===== config.mk =====
export PLATFORM = sky130hd
export DESIGN_NAME = sr_cmd_sequencer_flat
export DESIGN_NICKNAME = d
export VERILOG_FILES = /design/src/rtl/sr_cmd_sequencer_if.sv /design/src/rtl/sr_cmd_sequencer.sv /design/src/flat_wrapper.sv
export SDC_FILE = /design/constraint.sdc
export NUM_CORES = 1
export LEC_CHECK = 0
export CORE_MARGIN = 5
export CORE_UTILIZATION = 30
export DETAILED_ROUTE_END_ITERATION = 6
export PLACE_DENSITY_LB_ADDON = 0.25
export SLEW_MARGIN = 20
export SYNTH_ARGS = -nofsm -noshare
export SYNTH_HDL_FRONTEND = slang
export SYNTH_SLANG_ARGS = --single-unit

===== constraint.sdc =====
create_clock -name clk -period 1.99 [get_ports clk]
set_input_delay 0.398 -clock clk [delete_from_list [all_inputs] [get_ports clk]]
set_output_delay 0.398 -clock clk [all_outputs]
set_load 0.05 [all_outputs]

===== src/rtl/sr_cmd_sequencer_if.sv =====
// rtl/sr_cmd_sequencer_if.sv - command handshake, SR drive and status bundle for sr_cmd_sequencer
interface sr_cmd_sequencer_if #(
   parameter int DEPTH = 4
);
   localparam int CW = $clog2(DEPTH) + 1;

   logic          cmd_valid;
   logic          cmd_ready;
   logic [1:0]    cmd_op;
   logic          s;
   logic          r;
   logic          q_fb;
   logic [CW-1:0] count;
   logic          busy;
   logic          err;

   modport master (
      output cmd_valid, cmd_op, q_fb,
      input  cmd_ready, s, r, count, busy, err
   );

   modport slave (
      input  cmd_valid, cmd_op, q_fb,
      output cmd_ready, s, r, count, busy, err
   );
endinterface


===== src/rtl/sr_cmd_sequencer.sv =====
// rtl/sr_cmd_sequencer.sv - queued set/clear/toggle sequencer driving a downstream SR flip-flop
// Define SR_SEQ_VERIFY_EN to compile in the post-drive readback check and sticky err flag.
module sr_cmd_sequencer #(
   parameter int DEPTH = 4,
   parameter int GAP   = 1
) (
   input logic               clk,
   input logic               rst,
   sr_cmd_sequencer_if.slave bus
);
   localparam int            AW       = $clog2(DEPTH);
   localparam int            CW       = $clog2(DEPTH) + 1;
   localparam logic [CW-1:0] FULL     = CW'(DEPTH);
   localparam logic [2:0]    GAP_LOAD = (GAP > 0) ? 3'(GAP - 1) : 3'd0;
   localparam logic [1:0]    OP_NOP   = 2'b00;
   localparam logic [1:0]    OP_SET   = 2'b10;
   localparam logic [1:0]    OP_TGL   = 2'b11;

`ifdef SR_SEQ_VERIFY_EN
   typedef enum logic [1:0] {ST_IDLE, ST_DRIVE, ST_CHECK, ST_GAP} state_t;
`else
   typedef enum logic [1:0] {ST_IDLE, ST_DRIVE, ST_GAP} state_t;
`endif

   state_t        state, state_d;
   logic [1:0]    mem [DEPTH];
   logic [AW-1:0] wr_ptr, rd_ptr;
   logic [CW-1:0] count;
   logic [2:0]    gap_cnt, gap_d;
   logic          s_q, r_q, s_d, r_d;
   logic          ready, push, pop, fin, head_set;
   logic [1:0]    head;

   assign ready = (count != FULL);
   assign push  = bus.cmd_valid && ready && (bus.cmd_op != OP_NOP);
   assign head  = mem[rd_ptr];
   // toggle drives the opposite of the flip-flop's present state, sampled at the pop edge
   assign head_set = (head == OP_SET) || ((head == OP_TGL) && !bus.q_fb);

   always_ff @(posedge clk) begin
      if (push) begin
         mem[wr_ptr] <= bus.cmd_op;
      end
   end

   always_ff @(posedge clk or posedge rst) begin
      if (rst) begin
         wr_ptr <= '0;
         rd_ptr <= '0;
         count  <= '0;
      end else begin
         if (push) begin
            wr_ptr <= wr_ptr + 1'b1;
         end
         if (pop) begin
            rd_ptr <= rd_ptr + 1'b1;
         end
         case ({push, pop})
            2'b10:   count <= count + 1'b1;
            2'b01:   count <= count - 1'b1;
            default: count <= count;
         endcase
      end
   end

   // fin marks the last cycle of a command slot; the next head is popped right there so
   // back-to-back commands run with no extra idle cycle between slots
   always_comb begin
      state_d = state;
      gap_d   = gap_cnt;
      fin     = 1'b0;
      pop     = 1'b0;
      s_d     = 1'b0;
      r_d     = 1'b0;
      case (state)
         ST_IDLE: fin = 1'b1;
         ST_DRIVE: begin
`ifdef SR_SEQ_VERIFY_EN
            state_d = ST_CHECK;
`else
            if (GAP == 0) begin
               fin = 1'b1;
            end else begin
               state_d = ST_GAP;
               gap_d   = GAP_LOAD;
            end
`endif
         end
`ifdef SR_SEQ_VERIFY_EN
         ST_CHECK: begin
            if (GAP == 0) begin
               fin = 1'b1;
            end else begin
               state_d = ST_GAP;
               gap_d   = GAP_LOAD;
            end
         end
`endif
         ST_GAP: begin
            if (gap_cnt == 3'd0) begin
               fin = 1'b1;
            end else begin
               gap_d = gap_cnt - 3'd1;
            end
         end
         default: state_d = ST_IDLE;
      endcase
      if (fin) begin
         if (count != '0) begin
            pop     = 1'b1;
            state_d = ST_DRIVE;
            s_d     = head_set;
            r_d     = !head_set;
         end else begin
            state_d = ST_IDLE;
         end
      end
   end

   always_ff @(posedge clk or posedge rst) begin
      if (rst) begin
         state   <= ST_IDLE;
         gap_cnt <= 3'd0;
         s_q     <= 1'b0;
         r_q     <= 1'b0;
      end else begin
         state   <= state_d;
         gap_cnt <= gap_d;
         s_q     <= s_d;
         r_q     <= r_d;
      end
   end

`ifdef SR_SEQ_VERIFY_EN
   logic exp_q, err_q;

   always_ff @(posedge clk or posedge rst) begin
      if (rst) begin
         exp_q <= 1'b0;
         err_q <= 1'b0;
      end else begin
         if (pop) begin
            exp_q <= head_set;
         end
         if ((state == ST_CHECK) && (bus.q_fb != exp_q)) begin
            err_q <= 1'b1;
         end
      end
   end

   assign bus.err = err_q;
`else
   assign bus.err = 1'b0;
`endif

   assign bus.cmd_ready = ready;
   assign bus.s         = s_q;
   assign bus.r         = r_q;
   assign bus.count     = count;
   assign bus.busy      = (state != ST_IDLE) || (count != '0);
endmodule


===== src/flat_wrapper.sv =====
// flat-port wrapper written by rule: the top's interface ports become plain ports
module sr_cmd_sequencer_flat 
#(
   parameter int DEPTH = 4,
   parameter int GAP   = 1
)
  (clk, rst, bus_cmd_valid, bus_cmd_op, bus_q_fb, bus_cmd_ready, bus_s, bus_r, bus_count, bus_busy, bus_err);
  sr_cmd_sequencer_if #(.DEPTH(DEPTH)) bus_i ();
  input logic clk;
  input logic rst;
  input wire logic [$bits(bus_i.cmd_valid)-1:0] bus_cmd_valid;
  input wire logic [$bits(bus_i.cmd_op)-1:0] bus_cmd_op;
  input wire logic [$bits(bus_i.q_fb)-1:0] bus_q_fb;
  output wire logic [$bits(bus_i.cmd_ready)-1:0] bus_cmd_ready;
  output wire logic [$bits(bus_i.s)-1:0] bus_s;
  output wire logic [$bits(bus_i.r)-1:0] bus_r;
  output wire logic [$bits(bus_i.count)-1:0] bus_count;
  output wire logic [$bits(bus_i.busy)-1:0] bus_busy;
  output wire logic [$bits(bus_i.err)-1:0] bus_err;
  assign bus_i.cmd_valid = bus_cmd_valid;
  assign bus_i.cmd_op = bus_cmd_op;
  assign bus_i.q_fb = bus_q_fb;
  assign bus_cmd_ready = bus_i.cmd_ready;
  assign bus_s = bus_i.s;
  assign bus_r = bus_i.r;
  assign bus_count = bus_i.count;
  assign bus_busy = bus_i.busy;
  assign bus_err = bus_i.err;
  sr_cmd_sequencer #(.DEPTH(DEPTH), .GAP(GAP)) u_core (.clk(clk), .rst(rst), .bus(bus_i));
endmodule

==> reports/results.ini, run 1 <==
[sta]
finalCritPeriodShare_pct=100.1
rsz0062_at_grt=true
slew_viol_final=0
final_hold_viol_count=0
fin_worst_skew_ns=0.001094
slew_headroom_pct=62.89
min_period_ns=1.992
fmax_ghz=0.5020
worst_pin_slew_ns=0.5560
setup_viol=1
timing.hold.ws_ns=0.4917
finalSetupTns_ns=-0.002200
worst_slack_ns=-0.002200

[route]
routed_wl_mm=1.909
drcViolationCount=0
first_pass_iters=4
detail-route-antenna-nets=0
vias_per_cell=4.305
vias=706
drt_iter0_drc=19
wire_per_inst_um=11.64

[yosys]
yosysMostFrequentCell=dfrtp_1
syn_nets=105
yosys_warnings=0
synthFlopType=dfrtp_1
synth-edff-count=8
ys_ff_latch=22
synth_top_area_share_pct=31.43
yosysTopAreaCell=dfrtp_1
synth-async-reset-ratio_pct=63.64
synth_cell_types=31
synth_area_leaders=dfrtp_1 31%, edfxtp_1 22%, ha_1 7.9%
yosysSeqAreaShare_pct=52.97
syn_area_mm2=0.001115
synthCells=91
yosys-top-cells-count=14 x dfrtp_1, 12 x inv_1, 8 x edfxtp_1
synth_area_per_cell_um2=12.25

[clocking]
cts_sinks=22
cts_tree=done
clkSlewWorstSetupHoldPaths_ns=0.08
htreeDepth=1
cts_buffers=3
clock_path_buffers=2
insertion_delay_ns=0.25
cts_root_buf=clkbuf_8

[placed_design]
pre_cts_slack_ns=-0.2900
port_buffers=12
dp_hpwl_mm=1.517
place_inst=159
place_area_mm2=0.001384
place.gp.congestion=0.7855

[pwr]
ir_worst_vdd_v=0.0009637
power_mw=2.077
p_per_area_mw_per_mm2=1446
p_leak_nw=0.5980

[setup_path]
reg2reg_depth=10
arrival_ns=2.17
endpoint_kind=flip-flop
crit_fanout=2
critical_path_class=primary input to flip-flop
setup.worst_path.start_class=primary input
critPathRequiredTime_ns=2.17

[grt]
overflow=0
grt_max_degree=15
grt_pass1_vias=768
antenna_found_initial=0
grt_pass1_wl_mm=3.436
track_usage_pct=8.510

[min_path]
holdCritPathClass=primary input to async pin

[cells_and_area]
regArea_um2=594.3
drive_gt1_share_pct=30.17
nFillCells=372
stdcell_area_mm2=0.001436
post-route-util_pct=39.53
area_delta_synth_final_pct=28.84
multi_input_area_um2=494.2
antenna_cells=0
fin_cells=164
fin_nets=131

[floorplan]
dieArea_mm2=0.005035
die_w_um=70.96
die_h_um=70.96
initial_utilization_pct=30.68
rows=22
io_pins=14
core-area_mm2=0.003633

[outcome]
violations=negative setup slack
status=complete, but fails checks

[flow_run]
maxCapViolations=0

cell families after synthesis:
family                     count (synthesis)  share of synthesized area, %
DFF                                       22                         52.97
and+or+nand+nor                           19                         10.21
AOI/OAI and AO/OA                         17                         12.68
buffers and inverters                     15                         5.499
adders and majority gates                  8                         9.652
xor gates and xnor gates                   6                         4.715
muxes                                      3                         3.928
other                                      1                        0.3364
sequential cells by signal (all words and copies together), names as in the netlist:
name	flops
u_core.bus.count	3
u_core.rd_ptr	2
u_core.bus.r	1
u_core.state	2
u_core.mem	8
u_core.gap_cnt	3
u_core.wr_ptr	2
u_core.bus.s	1
cell usage in the layout (no fill, tap or decap), types with 2 or more instances in the layout:
cell type        instances
a21boi_0                 4
a21oi_1                  3
and2_1                   6
buf_4                   17
clkbuf_8                 3
clkdlybuf4s50_1          7
dfrtp_1                 11
dfrtp_2                  3
edfxtp_1                 8
ha_1                     5
inv_1                    9
inv_2                    3
nand2_1                  2
nand3_1                  3
nor2_1                   4
o21ai_0                  3
o2bb2ai_1                2
xnor2_1                  3
xor2_1                   3
path summary, 6_finish.rpt:
| kind | endpoint | from | slack (ns) |
|---|---|---|---|
| setup / recovery | u_core.bus.count[2] | bus_cmd_op[1] | -0.002 |
| hold / removal | u_core.wr_ptr[0] | rst | 0.49 |
| setup reg to reg | u_core.bus.count[2] | u_core.gap_cnt[1] | -0.002 |
| hold reg to reg | u_core.rd_ptr[1] | u_core.rd_ptr[1] | 0.49 |
| max in group asynchronous | u_core.bus.count[1] | rst | 1.10 |
| min in group clk | u_core.rd_ptr[1] | u_core.rd_ptr[1] | 0.49 |
repair_timing:
action | 4_1_cts | 5_1_grt
resized for setup | 1 | 0
hold buffers | 0 | 0
pin swaps | 2 | 1
endpoints found under the setup margin | 1 | 1
setup buffers | 0 | 1
routing by layer:
metal	track usage [%]	part of all wire [%]	up-vias
met5	0	0	-
met4	3.758	1.3	0
met3	1.420	2.9	2
met2	13.70	47	13
met1	11.20	49	339
li1	-	-	352
report_power, final:
part | total (mW) | internal (mW) | switching, mW
Clock | 0.278 | 0.142 | 0.136
Sequential | 0.751 | 0.623 | 0.128
Combinational | 1.05 | 0.450 | 0.598
Total | 2.08 | 1.21 | 0.862
critical path: stages:
cell	delay, ns
clkdlybuf4s50_1	0.41
o21ai_0	0.27
a21oi_2	0.06
inv_1	0.07
ha_2	0.18
inv_2	0.04
fa_2	0.32
xor2_1	0.15
nor2_1	0.11
xor2_1	0.16
layout make-up:
class / instances / area share (%)
well taps: 48 / 4.181
multi-input cells: 54 / 34.41
inverters: 12 / 3.136
clock buffers: 4 / 3.136
repair buffers: 24 / 13.76
flip-flops and latches: 22 / 41.38
No activity file was read; power rests on OpenSTA's default activity.
==> run 2, diff against run 1 <==
--- a/config.mk
+++ b/config.mk
@@ -5,6 +5,7 @@
 export SDC_FILE = /design/constraint.sdc
 export NUM_CORES = 1
 export LEC_CHECK = 0
+export CAP_MARGIN = 5
 export CORE_MARGIN = 5
 export CORE_UTILIZATION = 30
 export DETAILED_ROUTE_END_ITERATION = 6
==> results of run 2 <==
Final layout, timing and power as in run 1 (identical DEF).
